$ cat src/rtl/nco_sweep.sv
// Numerically controlled oscillator phase generator with fixed-frequency and
// linear up-sweep modes; the accumulator is never touched by command loads.
module nco_sweep #(
  parameter int ACC_WIDTH   = 24,
  parameter int PHASE_WIDTH = 13
) (
  input  logic                   i_clk,
  input  logic                   i_rst,
  input  logic                   i_en,
  input  logic                   i_cmd_valid,
  output logic                   o_cmd_ready,
  input  logic                   i_mode,
  input  logic [ACC_WIDTH-1:0]   i_fcw,
  input  logic [ACC_WIDTH-1:0]   i_fcw_stop,
  input  logic [ACC_WIDTH-1:0]   i_fstep,
  input  logic                   i_phase_clr,
  output logic [PHASE_WIDTH-1:0] o_phase,
  output logic                   o_valid,
  output logic                   o_busy,
  output logic                   o_sweep_done
);

  typedef enum logic [1:0] {IDLE, RUN, SWEEP} state_t;

  state_t                 state_q;
  logic [ACC_WIDTH-1:0]   acc_q;
  logic [ACC_WIDTH-1:0]   fcw_q;
  logic [ACC_WIDTH-1:0]   stop_q;
  logic [ACC_WIDTH-1:0]   step_q;
  logic [PHASE_WIDTH-1:0] phase_q;
  logic                   valid_q;
  logic                   done_q;

  logic                   cmd_accept;
  logic [ACC_WIDTH:0]     sweep_sum;
  logic [ACC_WIDTH-1:0]   acc_d;

  assign cmd_accept = i_cmd_valid && (state_q != SWEEP);
  // One extra bit so a step that overflows the word still counts as reaching stop.
  assign sweep_sum  = {1'b0, fcw_q} + {1'b0, step_q};

  always_comb begin
    acc_d = acc_q;
    if (i_phase_clr)
      acc_d = '0;
    else if (i_en && (state_q != IDLE))
      acc_d = acc_q + fcw_q;
  end

  always_ff @(posedge i_clk) begin
    if (i_rst) begin
      state_q <= IDLE;
      acc_q   <= '0;
      fcw_q   <= '0;
      stop_q  <= '0;
      step_q  <= '0;
      phase_q <= '0;
      valid_q <= 1'b0;
      done_q  <= 1'b0;
    end else begin
      acc_q   <= acc_d;
      valid_q <= i_en;
      done_q  <= 1'b0;
      if (i_en)
        phase_q <= acc_d[ACC_WIDTH-1 -: PHASE_WIDTH];

      case (state_q)
        IDLE, RUN: begin
          if (cmd_accept) begin
            if (!i_mode) begin
              fcw_q   <= i_fcw;
              state_q <= RUN;
            end else begin
              stop_q <= i_fcw_stop;
              step_q <= i_fstep;
              // A sweep that cannot make progress finishes immediately at its end word.
              if ((i_fstep == '0) || (i_fcw >= i_fcw_stop)) begin
                fcw_q   <= i_fcw_stop;
                state_q <= RUN;
                done_q  <= 1'b1;
              end else begin
                fcw_q   <= i_fcw;
                state_q <= SWEEP;
              end
            end
          end
        end
        SWEEP: begin
          if (i_en) begin
            if (sweep_sum >= {1'b0, stop_q}) begin
              fcw_q   <= stop_q;
              state_q <= RUN;
              done_q  <= 1'b1;
            end else begin
              fcw_q <= sweep_sum[ACC_WIDTH-1:0];
            end
          end
        end
        default: state_q <= IDLE;
      endcase
    end
  end

  assign o_cmd_ready  = (state_q != SWEEP);
  assign o_busy       = (state_q == SWEEP);
  assign o_phase      = phase_q;
  assign o_valid      = valid_q;
  assign o_sweep_done = done_q;

endmodule

$ cat config.mk
export PLATFORM = sky130hd
export DESIGN_NAME = nco_sweep
export DESIGN_NICKNAME = d
export VERILOG_FILES = /design/src/rtl/nco_sweep.sv
export SDC_FILE = /design/constraint.sdc
export NUM_CORES = 1
export LEC_CHECK = 0
export CAP_MARGIN = 15
export CORE_AREA = 3 3 105 147
export DETAILED_ROUTE_END_ITERATION = 12
export DIE_AREA = 0 0 108 150
export PLACE_DENSITY = 0.83
export SETUP_SLACK_MARGIN = 0.2
export SLEW_MARGIN = 0
export SYNTH_ARGS = -nofsm -noshare
export SYNTH_HDL_FRONTEND = slang
export SYNTH_SLANG_ARGS = --single-unit
$ cat constraint.sdc
create_clock -name i_clk -period 4.4 [get_ports i_clk]
set_input_delay 1.32 -clock i_clk [delete_from_list [all_inputs] [get_ports i_clk]]
set_output_delay 1.32 -clock i_clk [all_outputs]
set_load 0.005 [all_outputs]
Word-level counts from Yosys, hierarchy flattened
Cells that the tools add are included.
W data, S select, Z words.
{ "classes": {"n_addsub": 2, "order_cmp": 2, "eq_ne": 6, "muxes": 20, "n_reduce_logical": 12} }
{ "op_table": {"columns": ["op", "count"], "rows": [
  ["$mux W24", 7],
  ["$pmux W24 S2", 1],
  ["$add A24 B24 Y25", 1],
  ["$ge A25 B24 Y1", 1],
  ["$add A24 B24 Y24", 1],
  ["$ge A24 B24 Y1", 1],
  ["$logic_not A24 Y1", 1],
  ["$mux W2", 5],
  ["$reduce_and A3 Y1", 3],
  ["$ne A2 B2 Y1 const B", 3],
  ["$mux W1", 5],
  ["$pmux W2 S2", 1],
  ["$reduce_bool A2 Y1", 2],
  ["$reduce_or A2 Y1", 2],
  ["$eq A2 B1 Y1 const B", 1],
  ["$eq A2 B2 Y1 const B", 1],
  ["$logic_and A1 B1 Y1", 2],
  ["$logic_not A2 Y1", 1],
  ["$ne A2 B1 Y1 const B", 1],
  ["$pmux W1 S2", 1],
  ["$logic_or A1 B1 Y1", 1]
]} }
{ "totals": {"regBits": 113, "input_bits": 78, "output_inout_bits": 17, "wordCells": 51} }

Depth between registers and ports, before layout
{ "depth": {"word_depth": 6, "ltp_mapped": 19, "mapped_depth_nobuf": 17} }

Worst setup path after synthesis
OpenSTA, ideal clock, no wires.
{ "synth_path": {"path_kind": "flip-flop to flip-flop", "from": "register fcw_q[0]", "to": "register fcw_q[16]", "setup_time_ns": 0.138, "arrival_ns": 3.806, "required_ns": 4.262, "slack_ns": 0.456, "stages_incl_launch_ff": 20, "n_path_buf": 2, "period_less_slack_ns": 3.944, "path_cell_list": "dfxtp_1 -> ha_1 -> fa_1 -> a21oi_2 -> o22ai_2 -> o311ai_4 -> o311ai_4 -> o311ai_0 -> a21oi_1 -> ha_1 -> nand4_1 -> nor2_1 -> a221oi_1 -> o21ai_0 -> nor3_1 -> a21boi_2 -> buf_6 -> buf_6 -> mux2i_1 -> o221ai_1"} }
{ "synth_between": {"elab_chain_cells": 5} }
{ "synth_lines": {"columns": ["item", "line_no", "text"], "rows": [
  ["from (decl)", "27", "logic [ACC_WIDTH-1:0] fcw_q;"],
  ["from (signal assigned)", "71", "fcw_q <= i_fcw;"],
  ["from (signal assigned)", "78", "fcw_q <= i_fcw_stop;"],
  ["from (signal assigned)", "82", "fcw_q <= i_fcw;"],
  ["$add A24 B24 Y25 (*)", "40", "assign sweep_sum = {1'b0, fcw_q} + {1'b0, step_q};"],
  ["$ge A25 B24 Y1", "90", "if (sweep_sum >= {1'b0, stop_q}) begin"],
  ["$mux W24 (*)", "90", null],
  ["$mux W24 (*)", "89", "if (i_en) begin"],
  ["$pmux W24 S2 (*)", "67", "case (state_q)"]
]} }
Mark *: on every way between the ends. The rest lies on a longest branch, timed or not. The select of a mux whose other input is x is not followed.
A chain may end at the register's enable or synchronous reset.

Worst setup path after layout
{ "layout_path": {"from": "register step_q[0]", "to": "register fcw_q[17]"} }
{ "layout_between": {"elab_chain_cells": 5} }
{ "layout_lines": {"columns": ["item", "line_no", "text"], "rows": [
  ["from (decl)", "29", "logic [ACC_WIDTH-1:0] step_q;"],
  ["from (signal assigned)", "75", "step_q <= i_fstep;"],
  ["$add A24 B24 Y25 (*)", "40", null],
  ["$ge A25 B24 Y1", "90", null],
  ["$mux W24 (*)", "90", null],
  ["$mux W24 (*)", "89", null],
  ["$pmux W24 S2 (*)", "67", null],
  ["to (signal assigned)", "71", null],
  ["to (signal assigned)", "91", "fcw_q <= stop_q;"],
  ["to (signal assigned)", "95", "fcw_q <= sweep_sum[ACC_WIDTH-1:0];"]
]} }
Marks and branches as above.

==> metrics.csv <==
stage,metric,value,unit
outcome,status,finished with violations,
outcome,failing checks,negative setup slack,
timing,fmax,0.2250,GHz
synthesis,Post-synth top cells,"nand2_1 (191), dfxtp_1 (113), a21oi_1 (110), ha_1 (95), inv_1 (66)",
floorplan,initial core utilization,57.21,%
power_and_ir_drop,leakage power,4.693,nW
timing,Tmin final,4445,ps
critical_path,slowest cell delay on critical path,370,ps
synthesis,Netlist cell types,73,
floorplan,die area,16200,um^2
clock_tree,CTS H-tree lvls,4,
finish,# nets final,1379,
critical_path,Critical Path RT,4660,ps
finish,Final Cell Area,10780,um^2
floorplan,Site Rows,52,
timing,setup violators final,2,
floorplan,Die X,108,um
worst_hold_path,Hold Crit Class,reg2reg,
synthesis,area share of the largest cell type after synthesis,27.50,%
synthesis,Cells after Synth,1050,
finish,Antenna Cells,0,
timing,Final WS setup,-45.08,ps
timing,max-slew violations,0,
critical_path,CP Launch Type,flip-flop,
critical_path,Critical-path top delay cell,o311ai_4,
power_and_ir_drop,Max IR drop VDD,0.2672,mV
synthesis,Post-synth EDFFs,0,
floorplan,IO Pins,95,
synthesis,Synth Register Bits,113,
critical_path,critical path class,reg2reg,
synthesis,ys flop type,dfxtp_1,
timing,Worst Tran Pin Value,909.0,ps
clock_tree,cts hold-fix bufs,0,
synthesis,"Seq/Total Area, Yosys",27.50,%
drt,vias after detailed routing,9092,
job,MaxCap Viol Count,0,
timing,Final Cycle Share,101.0,%
critical_path,"Arr. time, crit path",4710,ps
clock_tree,clk sink count,113,
finish,final core occ,74.95,%
placement,post-DP HPWL,18.45,mm
drt,vias per cell,6.480,
critical_path,CP Cell Sequence,ha_4 -> fa_2 -> a21oi_2 -> o22ai_2 -> o311ai_4 -> buf_6 -> o311ai_4 -> buf_6 -> xor2_1 -> ha_1 -> a211oi_2 -> o21ai_0 -> o2111a_1 -> nor3_2 -> a21boi_4 -> buf_4 -> buf_8 -> mux2i_1 -> o221ai_1,
synthesis,largest area contributor in the netlist,dfxtp_1,
clock_tree,Clock Tree Buf Depth,2,
power_and_ir_drop,Logic pwr share,32.2,%
grt,Congestion Overflow GR,0,
critical_path,CP max FO,8,
drt,DR WL/cell,20.37,um
timing,hold slack,446.2,ps
finish,share of cells above drive strength 1,13.84,%
drt,WL final,28.58,mm
timing,Clock Skew,9.727,ps
grt,initial antenna violation count,0,
grt,vias in the first global route,8763,
power_and_ir_drop,sequential power share,29.6,%
timing,relative slew slack,39.25,%
clock_tree,Clock Latency Late Sink,430,ps
floorplan,core area,14380,um^2
synthesis,Mapped Area,8225,um^2
synthesis,share of flip-flops with an asynchronous set or reset,0,%
timing,RSZ-0062 raised after global routing,true,
clock_tree,CTS tree,built,
finish,Post-Layout Cell Count,1403,
synthesis,syn nets,1225,
power_and_ir_drop,Int Pwr,2.647,mW
power_and_ir_drop,part of the power in the clock network,38.1,%
floorplan,Die Y-Extent,150,um
placement,Placed Area,9563,um^2
synthesis,Synth Area per Inst,7.834,um^2
grt,overall routing resource usage,34.17,%
placement,# port buffers,94,
drt,Post-DRT Antenna Nets,0,
power_and_ir_drop,Psw,1.194,mW
drt,Initial DRC Count,920,
grt,global-route wire length before repair,43.41,mm
grt,largest net degree at the start of global routing,58,
placement,placed insts,1333,
power_and_ir_drop,Power Dens Cells,356.4,nW/um^2
synthesis,"count leader, synth",nand2_1,
critical_path,Crit. End Element,flip-flop,
clock_tree,CTS clock-pin slew for the worst setup and hold paths,50,ps
drt,drt pass-1 iters,8,
timing,endpoints failing hold,0,
clock_tree,Root Driver,clkbuf_16,
drt,# DRC,0,
finish,area delta synth->final,31.02,%
synthesis,top area cells in the synthesized netlist,"dfxtp_1 (28%), ha_1 (14%), nand2_1 (8.7%)",
clock_tree,CTS Buf Count,17,
power_and_ir_drop,sw frac,31.08,%
synthesis,Synth Warn #,0,
placement,GP Congestion,0.9575,
-- what timing repair did --
action / in CTS / in global routing
gates resized for setup: 35 / 14
setup endpoints to repair: 27 / 25
buffers inserted: 26 / 14
gates cloned: 1 / 0
pin swaps: 29 / 30
-- critical path, delay by kind of cell, from the launching register on --
| family | cells | cell delay (ps) |
|---|---|---|
| adder cells (fa/ha/maj) | 3 | 850 |
| multiplexers | 1 | 230 |
| XOR/XNOR | 1 | 250 |
| buffers and inverters | 4 | 640 |
| flip-flops | 1 | 340 |
| AND/OR/NAND/NOR | 1 | 210 |
| AO/OA/AOI/OAI | 9 | 1730 |
-- logic make-up (layout without fill, tap and decap cells) --
logic type	count (synthesis)	after routing	synth area share (%)
buffers and inverters	111	275	5.567
flip-flops	113	113	27.50
multiplexers	50	50	6.115
AO/OA/AOI/OAI	295	295	23.53
adder cells (fa/ha/maj)	97	97	14.94
XOR/XNOR	36	36	3.833
AND/OR/NAND/NOR	348	348	18.51
-- power groups by stage --
stage,clock network (mW),logic (mW),registers [mW]
final,1.46,1.24,1.14
after global routing,1.49,1.31,1.14
after CTS,1.46,1.08,1.13
after detailed placement,0,0.916,1.15
after global placement,0,0.897,1.15
after floorplan,0,0.611,1.13
-- layout make-up --
type	instances	area, um^2
sequential	113	2268
multi-input combinational	826	5720
tap	189	236.5
clock buffer	24	511.7
clock inverter	5	100.1
fill	976	3602
timing repair buffer	180	1692
inverter	66	247.7
-- registers in the layout (all words and copies together) (netlist names) --
name / flops
acc_q: 24
fcw_q: 24
step_q: 24
stop_q: 24
o_phase: 13
state_q: 2
o_sweep_done: 1
o_valid: 1
-- metrics by stage --
step                      setup slack [ps]  setup TNS, ps  total power [mW]
final                               -45.08         -53.19             3.841
after global routing                -96.59         -915.3             3.937
after CTS                            201.0              0             3.672
after detailed placement            -43.11         -438.3             2.067
after global placement              -10.13         -16.72             2.046
after floorplan                      456.1              0             1.740
-- routing by layer --
metal | global-route usage [%] | wire [um] | vias to the layer above
met2 | 59.03 | 13790 | 607
met1 | 36.48 | 10030 | 4184
met5 | 0 | 0 | -
met4 | 23.31 | 2357 | 0
li1 | - | - | 4074
met3 | 7.941 | 2402 | 227
-- layout by cell type (no fill, tap or decap), types with 4 or more instances in the layout --
master             n
clkdlybuf4s50_1   93
a31oi_1            8
o221ai_1          16
xor2_1            14
clkbuf_16         17
nand3_1           21
dfxtp_1          108
xnor2_1           20
nand4_1           11
mux2i_1           46
a21o_1            27
a21oi_2            6
ha_1              93
o21ai_0           46
a211oi_2           4
nor4_1             6
nor2_1            60
nand2_1          190
inv_1             66
dfxtp_2            5
a211o_1            4
clkbuf_8           6
or3_1              4
a211oi_1           8
a21oi_1          106
o211ai_1           9
buf_4             76
a22oi_1            6
o21bai_1           5
nand2b_1           5
buf_12             6
and2_1             6
nor2b_1            4
and3_1             4
nor3_1            16
-- worst paths after layout --
check             startpoint    endpoint  slack (ps)  cells after the start
hold reg to reg   o_phase[4]  o_phase[4]         450                      2
hold / removal    o_phase[4]  o_phase[4]         450                      2
setup / recovery   step_q[0]   fcw_q[17]         -50                     19
setup reg to reg   step_q[0]   fcw_q[17]         -50                     19
(Power assumes the default switching activity.)
